`config.mk`:
```
export PLATFORM = sky130hd
export DESIGN_NAME = fetch_ctrl
export DESIGN_NICKNAME = d
export VERILOG_FILES = /design/src/rtl/fetch_ctrl.sv
export SDC_FILE = /design/constraint.sdc
export NUM_CORES = 1
export LEC_CHECK = 0
export CORE_ASPECT_RATIO = 1.4
export CORE_UTILIZATION = 35
export CTS_CLUSTER_SIZE = 14
export DETAILED_ROUTE_END_ITERATION = 8
export PLACE_DENSITY = 0.59
export SKIP_LAST_GASP = 1
export SLEW_MARGIN = 20
export SYNTH_ARGS = -nofsm -noshare
export SYNTH_HDL_FRONTEND = slang
export SYNTH_SLANG_ARGS = --single-unit
```
`constraint.sdc`:
```
create_clock -name clk -period 1.84 [get_ports clk]
set_input_delay 0.276 -clock clk [delete_from_list [all_inputs] [get_ports clk]]
set_output_delay 0.276 -clock clk [all_outputs]
set_load 0.03 [all_outputs]
```
`src/rtl/fetch_ctrl.sv`:
```
// rtl/fetch_ctrl.sv - instruction-fetch controller with PC, single-outstanding imem port and IF/ID register
// Holds, bubbles or discards fetched instructions under hazard-unit stall/flush and branch redirect.

module fetch_ctrl #(
  parameter logic [31:0] RESET_PC  = 32'h0000_0000,
  parameter logic [31:0] NOP_INSTR = 32'h0000_0013
) (
  input  logic        clk,
  input  logic        rst_n,
  input  logic        pc_stall,
  input  logic        if_id_stall,
  input  logic        if_id_flush,
  input  logic        redirect_valid,
  input  logic [31:0] redirect_pc,
  output logic        imem_req,
  output logic [31:0] imem_addr,
  input  logic        imem_ready,
  input  logic        imem_rvalid,
  input  logic [31:0] imem_rdata,
  output logic        if_id_valid,
  output logic [31:0] if_id_pc,
  output logic [31:0] if_id_instr
);

  typedef enum logic [1:0] {S_IDLE, S_REQ, S_WAIT, S_HOLD} state_t;

  state_t      state_q, state_d;
  logic [31:0] pc_q, pc_d;
  logic [31:0] req_pc_q, req_pc_d;
  logic        kill_q, kill_d;
  logic        skid_valid_q, skid_valid_d;
  logic [31:0] skid_pc_q, skid_pc_d;
  logic [31:0] skid_instr_q, skid_instr_d;
  logic        if_id_valid_q, if_id_valid_d;
  logic [31:0] if_id_pc_q, if_id_pc_d;
  logic [31:0] if_id_instr_q, if_id_instr_d;

  logic        redir;
  logic        drop;
  logic        new_avail;
  logic [31:0] new_pc;
  logic [31:0] new_instr;

  // Targets are word aligned; the low two bits of redirect_pc carry no information.
  logic unused_redirect_lsbs;
  assign unused_redirect_lsbs = &{1'b0, redirect_pc[1:0]};

  assign imem_addr   = pc_q;
  assign if_id_valid = if_id_valid_q;
  assign if_id_pc    = if_id_pc_q;
  assign if_id_instr = if_id_instr_q;

  always_comb begin
    state_d       = state_q;
    pc_d          = pc_q;
    req_pc_d      = req_pc_q;
    kill_d        = kill_q;
    skid_valid_d  = skid_valid_q;
    skid_pc_d     = skid_pc_q;
    skid_instr_d  = skid_instr_q;
    if_id_valid_d = if_id_valid_q;
    if_id_pc_d    = if_id_pc_q;
    if_id_instr_d = if_id_instr_q;
    new_avail     = 1'b0;
    new_pc        = req_pc_q;
    new_instr     = imem_rdata;
    imem_req      = 1'b0;

    redir = redirect_valid && (state_q != S_IDLE);
    drop  = if_id_flush || redirect_valid;

    case (state_q)
      S_IDLE: state_d = S_REQ;
      S_REQ: begin
        imem_req = !pc_stall && !redirect_valid;
        if (imem_req && imem_ready) begin
          req_pc_d = pc_q;
          pc_d     = pc_q + 32'd4;
          state_d  = S_WAIT;
        end
      end
      S_WAIT: begin
        if (imem_rvalid) begin
          state_d = S_REQ;
          kill_d  = 1'b0;
          if (!(kill_q || drop)) begin
            if (!if_id_stall) begin
              new_avail = 1'b1;
              new_pc    = req_pc_q;
              new_instr = imem_rdata;
            end else begin
              skid_valid_d = 1'b1;
              skid_pc_d    = req_pc_q;
              skid_instr_d = imem_rdata;
              state_d      = S_HOLD;
            end
          end
        end else if (redir) begin
          kill_d = 1'b1;
        end
      end
      S_HOLD: begin
        // A flush or redirect empties the skid, so there is nothing left to hold.
        if (drop) begin
          state_d = S_REQ;
        end else if (!if_id_stall && skid_valid_q) begin
          new_avail    = 1'b1;
          new_pc       = skid_pc_q;
          new_instr    = skid_instr_q;
          skid_valid_d = 1'b0;
          state_d      = S_REQ;
        end
      end
      default: state_d = S_IDLE;
    endcase

    if (redir) begin
      pc_d = {redirect_pc[31:2], 2'b00};
    end

    if (drop) begin
      if_id_valid_d = 1'b0;
      if_id_instr_d = NOP_INSTR;
      skid_valid_d  = 1'b0;
    end else if (if_id_stall) begin
      if_id_valid_d = if_id_valid_q;
    end else if (new_avail) begin
      if_id_valid_d = 1'b1;
      if_id_pc_d    = new_pc;
      if_id_instr_d = new_instr;
    end else begin
      if_id_valid_d = 1'b0;
    end
  end

  always_ff @(posedge clk or negedge rst_n) begin
    if (!rst_n) begin
      state_q       <= S_IDLE;
      pc_q          <= RESET_PC;
      req_pc_q      <= RESET_PC;
      kill_q        <= 1'b0;
      skid_valid_q  <= 1'b0;
      skid_pc_q     <= 32'h0;
      skid_instr_q  <= NOP_INSTR;
      if_id_valid_q <= 1'b0;
      if_id_pc_q    <= 32'h0;
      if_id_instr_q <= NOP_INSTR;
    end else begin
      state_q       <= state_d;
      pc_q          <= pc_d;
      req_pc_q      <= req_pc_d;
      kill_q        <= kill_d;
      skid_valid_q  <= skid_valid_d;
      skid_pc_q     <= skid_pc_d;
      skid_instr_q  <= skid_instr_d;
      if_id_valid_q <= if_id_valid_d;
      if_id_pc_q    <= if_id_pc_d;
      if_id_instr_q <= if_id_instr_d;
    end
  end

endmodule

```
Word level (Yosys, flattened, before mapping)
Cells that the tools add are included.
W data, S select, Z words.
{"block": "op_classes", "addsub": 1, "n_eq_ne": 10, "mux": 35, "n_bitwise": 3, "reduce_logical": 24}
{"op": "$mux W32", "count": 10}
{"op": "$add A32 B3 Y32 const B", "count": 1}
{"op": "$mux W1", "count": 16}
{"op": "$mux W2", "count": 6}
{"op": "$ne A3 B3 Y1 const B", "count": 4}
{"op": "$reduce_bool A2 Y1", "count": 5}
{"op": "$pmux W2 S4", "count": 1}
{"op": "$reduce_and A2 Y1", "count": 4}
{"op": "$reduce_and A3 Y1", "count": 2}
{"op": "$reduce_and A5 Y1", "count": 1}
{"op": "$eq A2 B2 Y1 const B", "count": 2}
{"op": "$logic_and A1 B1 Y1", "count": 4}
{"op": "$ne A2 B2 Y1 const B", "count": 2}
{"op": "$pmux W1 S2", "count": 2}
{"op": "$reduce_and A4 Y1", "count": 1}
{"op": "$logic_not A1 Y1", "count": 3}
{"op": "$not A1 Y1", "count": 3}
{"op": "$reduce_bool A3 Y1", "count": 1}
{"op": "$eq A2 B1 Y1 const B", "count": 1}
{"op": "$logic_not A2 Y1", "count": 1}
{"op": "$logic_or A1 B1 Y1", "count": 2}
{"op": "$ne A2 B1 Y1 const B", "count": 1}
{"block": "word_totals", "reg_bits": 197, "in_bits": 72, "out_inout_bits": 98}

Logic depth before layout (Yosys ltp)
{"block": "logic_depth", "depth_word": 8, "ltp_mapped": 9, "ltp_nobuf": 7}

Worst setup path before layout
Ideal clock, no wire load.
{"block": "synth_path", "path_type": "reg-to-reg", "start": "register pc_q[2] (netlist: imem_addr[2])", "end": "register pc_q[26] (netlist: imem_addr[26])", "setup_time_ps": 152, "arrival_time_ps": 1803, "setup_slack_ps": -116, "stages_incl_launch_ff": 7, "period_less_slack_ps": 1956, "cell_sequence": "dfrtp_1 -> ha_1 -> nand3_1 -> nor4_4 -> nand2_1 -> o211ai_1 -> o311ai_0"}
{"block": "synth_between", "elab_chain_cells": 4}
{"element": "start: declaration", "line": "28", "source": "logic [31:0] pc_q, pc_d;"}
{"element": "start signal: assignment", "line": "150", "source": "pc_q <= pc_d;"}
{"element": "$add A32 B3 Y32", "line": "78", "source": "pc_d = pc_q + 32'd4;"}
{"element": "$mux W32", "line": "76", "source": "if (imem_req && imem_ready) begin"}
{"element": "$mux W32", "line": "72", "source": "case (state_q)"}
{"element": "$mux W32", "line": "117", "source": "if (redir) begin"}
No other way between the ends. The select of a mux whose other input is x is not followed.
A chain may end at the register's enable or synchronous reset.

Worst setup path in the final report
{"block": "layout_path", "start": "register state_q[0]", "end": "register if_id_instr_q[26] (netlist: if_id_instr[26])"}
{"block": "layout_between", "elab_chain_cells": 5, "word_cells_on_any_way": 9, "cone_classes": "eq/ne: 2; mux: 5; reduce/logical: 2"}
{"element": "start: declaration", "line": "27", "source": "state_t state_q, state_d;"}
{"element": "start signal: assignment", "line": "149", "source": "state_q <= state_d;"}
{"element": "$eq A2 B2 Y1", "line": "72"}
{"element": "$mux W32"}
{"element": "$mux W32", "line": "127", "source": "end else if (new_avail) begin"}
{"element": "$mux W32", "line": "125", "source": "end else if (if_id_stall) begin"}
{"element": "$mux W32", "line": "121", "source": "if (drop) begin"}
{"element": "end signal: assignment", "line": "158", "source": "if_id_instr_q <= if_id_instr_d;"}
{"element": "end: declaration", "line": "36", "source": "logic [31:0] if_id_instr_q, if_id_instr_d;"}
Several ways; a longest one is shown, not always the timed one. The select of a mux whose other input is x is not followed.

==> impl_metrics.toml <==
[final_layout]
design_area_sq_mm = 0.0125
layout-drive-gt1-share_pct = 24.9
nets = 1097
area_growth_pct = 49.0
antennaDiodeCount = 0
sequential_cell_area_sq_mm = 0.00475
multi_input_area_sq_mm = 0.00374
nFillCells = 2110

[die]
die_area_sq_mm = 0.0246
design.core.area_sq_mm = 0.0234
chipHeight_microns = 185
ios = 170
std_cell_rows = 66
start_util_pct = 35.9
die_w_microns = 133

[critical_path]
r2r_slack_ns = -0.02
path_delay_family = "buffers and inverters"
cp_max_fo = 7
ff2ff_path_depth = 10
critPathKind = "reg -> reg"
critPathLaunchType = "flop"
crit_chain = "buf_4, ha_4, nand3b_1, buf_6, o31ai_4, buf_6, nand2_8, clkbuf_16, nand3_1, o21ai_0"
crit_required_ns = 2.15
reg2reg_from = "state_q[0]"
worst-path-buf-inv = 4
cp_slowest_stage_delay_ns = 0.43
slowest_stage = "dfrtp_2"
end_kind = "flop"
r2r-end = "if_id_instr[26]"
cpMostUsedCell = "buf_6"
cp_data_arrival_time_ns = 2.17

[timing]
layout_setup_ws_ns = -0.0188
period_share_pct = 101
max_clock_freq_ghz = 0.538
setup_viol = 1
fin_crit_ns = 1.86
rsz0062_at_grt = "true"
slew_headroom_pct = 66.7
hold_viol_final = 0
tns_ns = -0.0188
maxSlewViolCount = 0
tightestPinTransition_ns = 0.498
fin_skew_ns = 0.00937

[yosys]
synth_area_sq_mm = 0.00838
async_reset_ff_share_pct = 100
synth_common_cells = "183 x dfrtp_1, 156 x nand2_1, 82 x o21ai_0"
yosys_most_used_dff = "dfrtp_1"
synth_edf_count = 0
syn_avg_cell_area_sq_um = 11.0
yosys.cell_count.top_type = "dfrtp_1"
yosysTopAreaCell = "dfrtp_1"
netlist_instances = 764
synthDistinctLibCells = 47
ys_seq_area_share_pct = 56.5
synth_warnings = 0
synthTopCellsByArea = "dfrtp_1 55%, mux2_2 8.6%, mux2i_1 7.4%"
synthDominantCellAreaShare_pct = 54.6
synth_seq_cells = 189

[grt]
grt_pass1_wl_microns = 33600
grt_antenna_before_repair = 0
grt_pass1_vias = 6251
grt_util_all_layers_pct = 17.7
grt_max_degree = 54
overflow = 0

[clocking]
cts_made_buffers = 17
clock-sinks = 189
clockRootBuffer = "clkbuf_16"
htree_levels = 4
cts_tree = "yes"
clkLatencyLatePin_ns = 0.43
clock_path_buffers = 2
clk_pin_slew_ns = 0.07

[min_path]
min_path_type = "in -> async"

[placement]
place_congestion = 0.796
placement.io_buffers = 163
placed_area_sq_mm = 0.0110
hpwl_microns = 14800

[flow_run]
cap_violations = 0

[outcome]
violations = "setup timing"
outcome = "complete, but fails checks"

[drt]
via_per_inst = 4.96
drt_wl_total_microns = 24700
wire_per_inst_microns = 18.4
via_count = 6642
drt_pass1_iterations = 4
drc = 0
ant_nets = 0
drtIter0Drc = 267

[power]
powerDensity_mw_per_mm2 = 1240
power.leakage_uw = 0.00608
power_uw = 15500
clock_power_share_pct = 23.7
internal_power_uw = 9950
switching_power_uw = 5530
comb_power_share_pct = 34.9
pwr-share-seq_pct = 41.4
irDropWorstVdd_uv = 843
swShare_pct = 35.7
==> metal layers <==
| layer | global-route usage (%) | wire length [microns] |
|---|---|---|
| met2 | 29.0 | 12100 |
| met5 | 0 | 0 |
| met3 | 3.53 | 930 |
| met4 | 6.67 | 710 |
| met1 | 23.1 | 10900 |
==> per-stage QoR <==
step / cells / util (%) / setup slack [ns] / hold slack [ns]
floorplan: 767 / - / -0.00954 / -0.0196
global placement: 1267 / 47.0 / -0.345 / 0.194
detailed placement: 1267 / 47.0 / -0.324 / 0.192
CTS: 1300 / 49.4 / 0.00160 / 0.279
global route: 1338 / 53.4 / -0.0826 / 0.292
finish: 1338 / 53.4 / -0.0188 / 0.299
==> worst max path at each step <==
stage / startpoint / endpoint / slack (ns) / cells past startpoint
after floorplan: imem_addr[8] / imem_addr[26] / -0.01 / 5
after global placement: if_id_flush / skid_pc_q[8] / -0.34 / 5
after detailed placement: if_id_flush / skid_instr_q[9] / -0.32 / 5
after CTS: state_q[0] / skid_instr_q[9] / 0.002 / 6
after global routing: state_q[0] / if_id_instr[26] / -0.08 / 10
final: state_q[0] / if_id_instr[26] / -0.02 / 10
==> worst register-to-register path, stage by stage (launching register included) <==
cell and delay (ns):
dfrtp_2 0.43, buf_4 0.14, ha_4 0.13, nand3b_1 0.09, buf_6 0.15, o31ai_4 0.05, buf_6 0.21, nand2_8 0.13
clkbuf_16 0.22, nand3_1 0.08, o21ai_0 0.10
==> sequential cells by signal, indices dropped and copies added (netlist names) <==
register,flops
if_id_instr,32
if_id_pc,30
if_id_valid,1
imem_addr,30
kill_q,1
req_pc_q,30
skid_instr_q,32
skid_pc_q,30
skid_valid_q,1
state_q,2
==> power by group through the flow <==
stage / sequential [uW] / clock [uW] / combinational [uW]
after floorplan: 7330 / 0 / 1790
after global placement: 6400 / 0 / 5260
after detailed placement: 6440 / 0 / 5310
after CTS: 6360 / 3770 / 5120
after global routing: 6590 / 3970 / 5860
final: 6420 / 3660 / 5410
==> cell type report <==
type | instances | share of cell area [%]
flip-flops and latches | 189 | 38.0
multi-input cells | 527 | 30.0
repair buffers | 279 | 24.1
clock buffers | 19 | 3.55
well taps | 306 | 3.07
clock inverters | 13 | 1.13
inverters | 5 | 0.150
==> repair_timing <==
action,CTS,global route
cloned,0,28
hold buffers,1,0
buffers inserted,0,11
gates resized for setup,36,84
hold endpoints to repair,25,0
pin swaps,1,7
setup endpoints to repair,104,145
==> placed cells by master (no fill, tap or decap), drive strengths merged, types with 3 or more instances in the layout <==
master	netlist	layout
mux2	64	64
ha	6	6
clkinv	0	7
a21oi	7	7
xnor2	4	4
clkbuf	23	35
dfrtp	183	183
clkinvlp	0	3
o311ai	3	3
inv	5	6
and3	5	5
o21ai	82	82
nand2b	3	3
dlygate4sd2	0	33
nand3b	3	3
mux2i	62	62
a22oi	4	4
nor3	9	9
nor4	4	4
nand2	156	159
xor2	11	11
buf	26	101
clkdlybuf4s50	0	126
nand3	50	50
conb	1	4
nand4	6	6
o211ai	7	7
dfstp	6	6
nor2	16	16
==> logic make-up after synthesis <==
kind of cell,share of synthesized area (%)
AND/OR/NAND/NOR,14.4
flip-flops,56.5
buffers and inverters,2.91
multiplexers,16.0
AO/OA/AOI/OAI,7.61
other,0.0447
adder cells (fa/ha/maj),0.896
XOR/XNOR,1.57
Note: power is estimated with default switching activity, not from simulation.
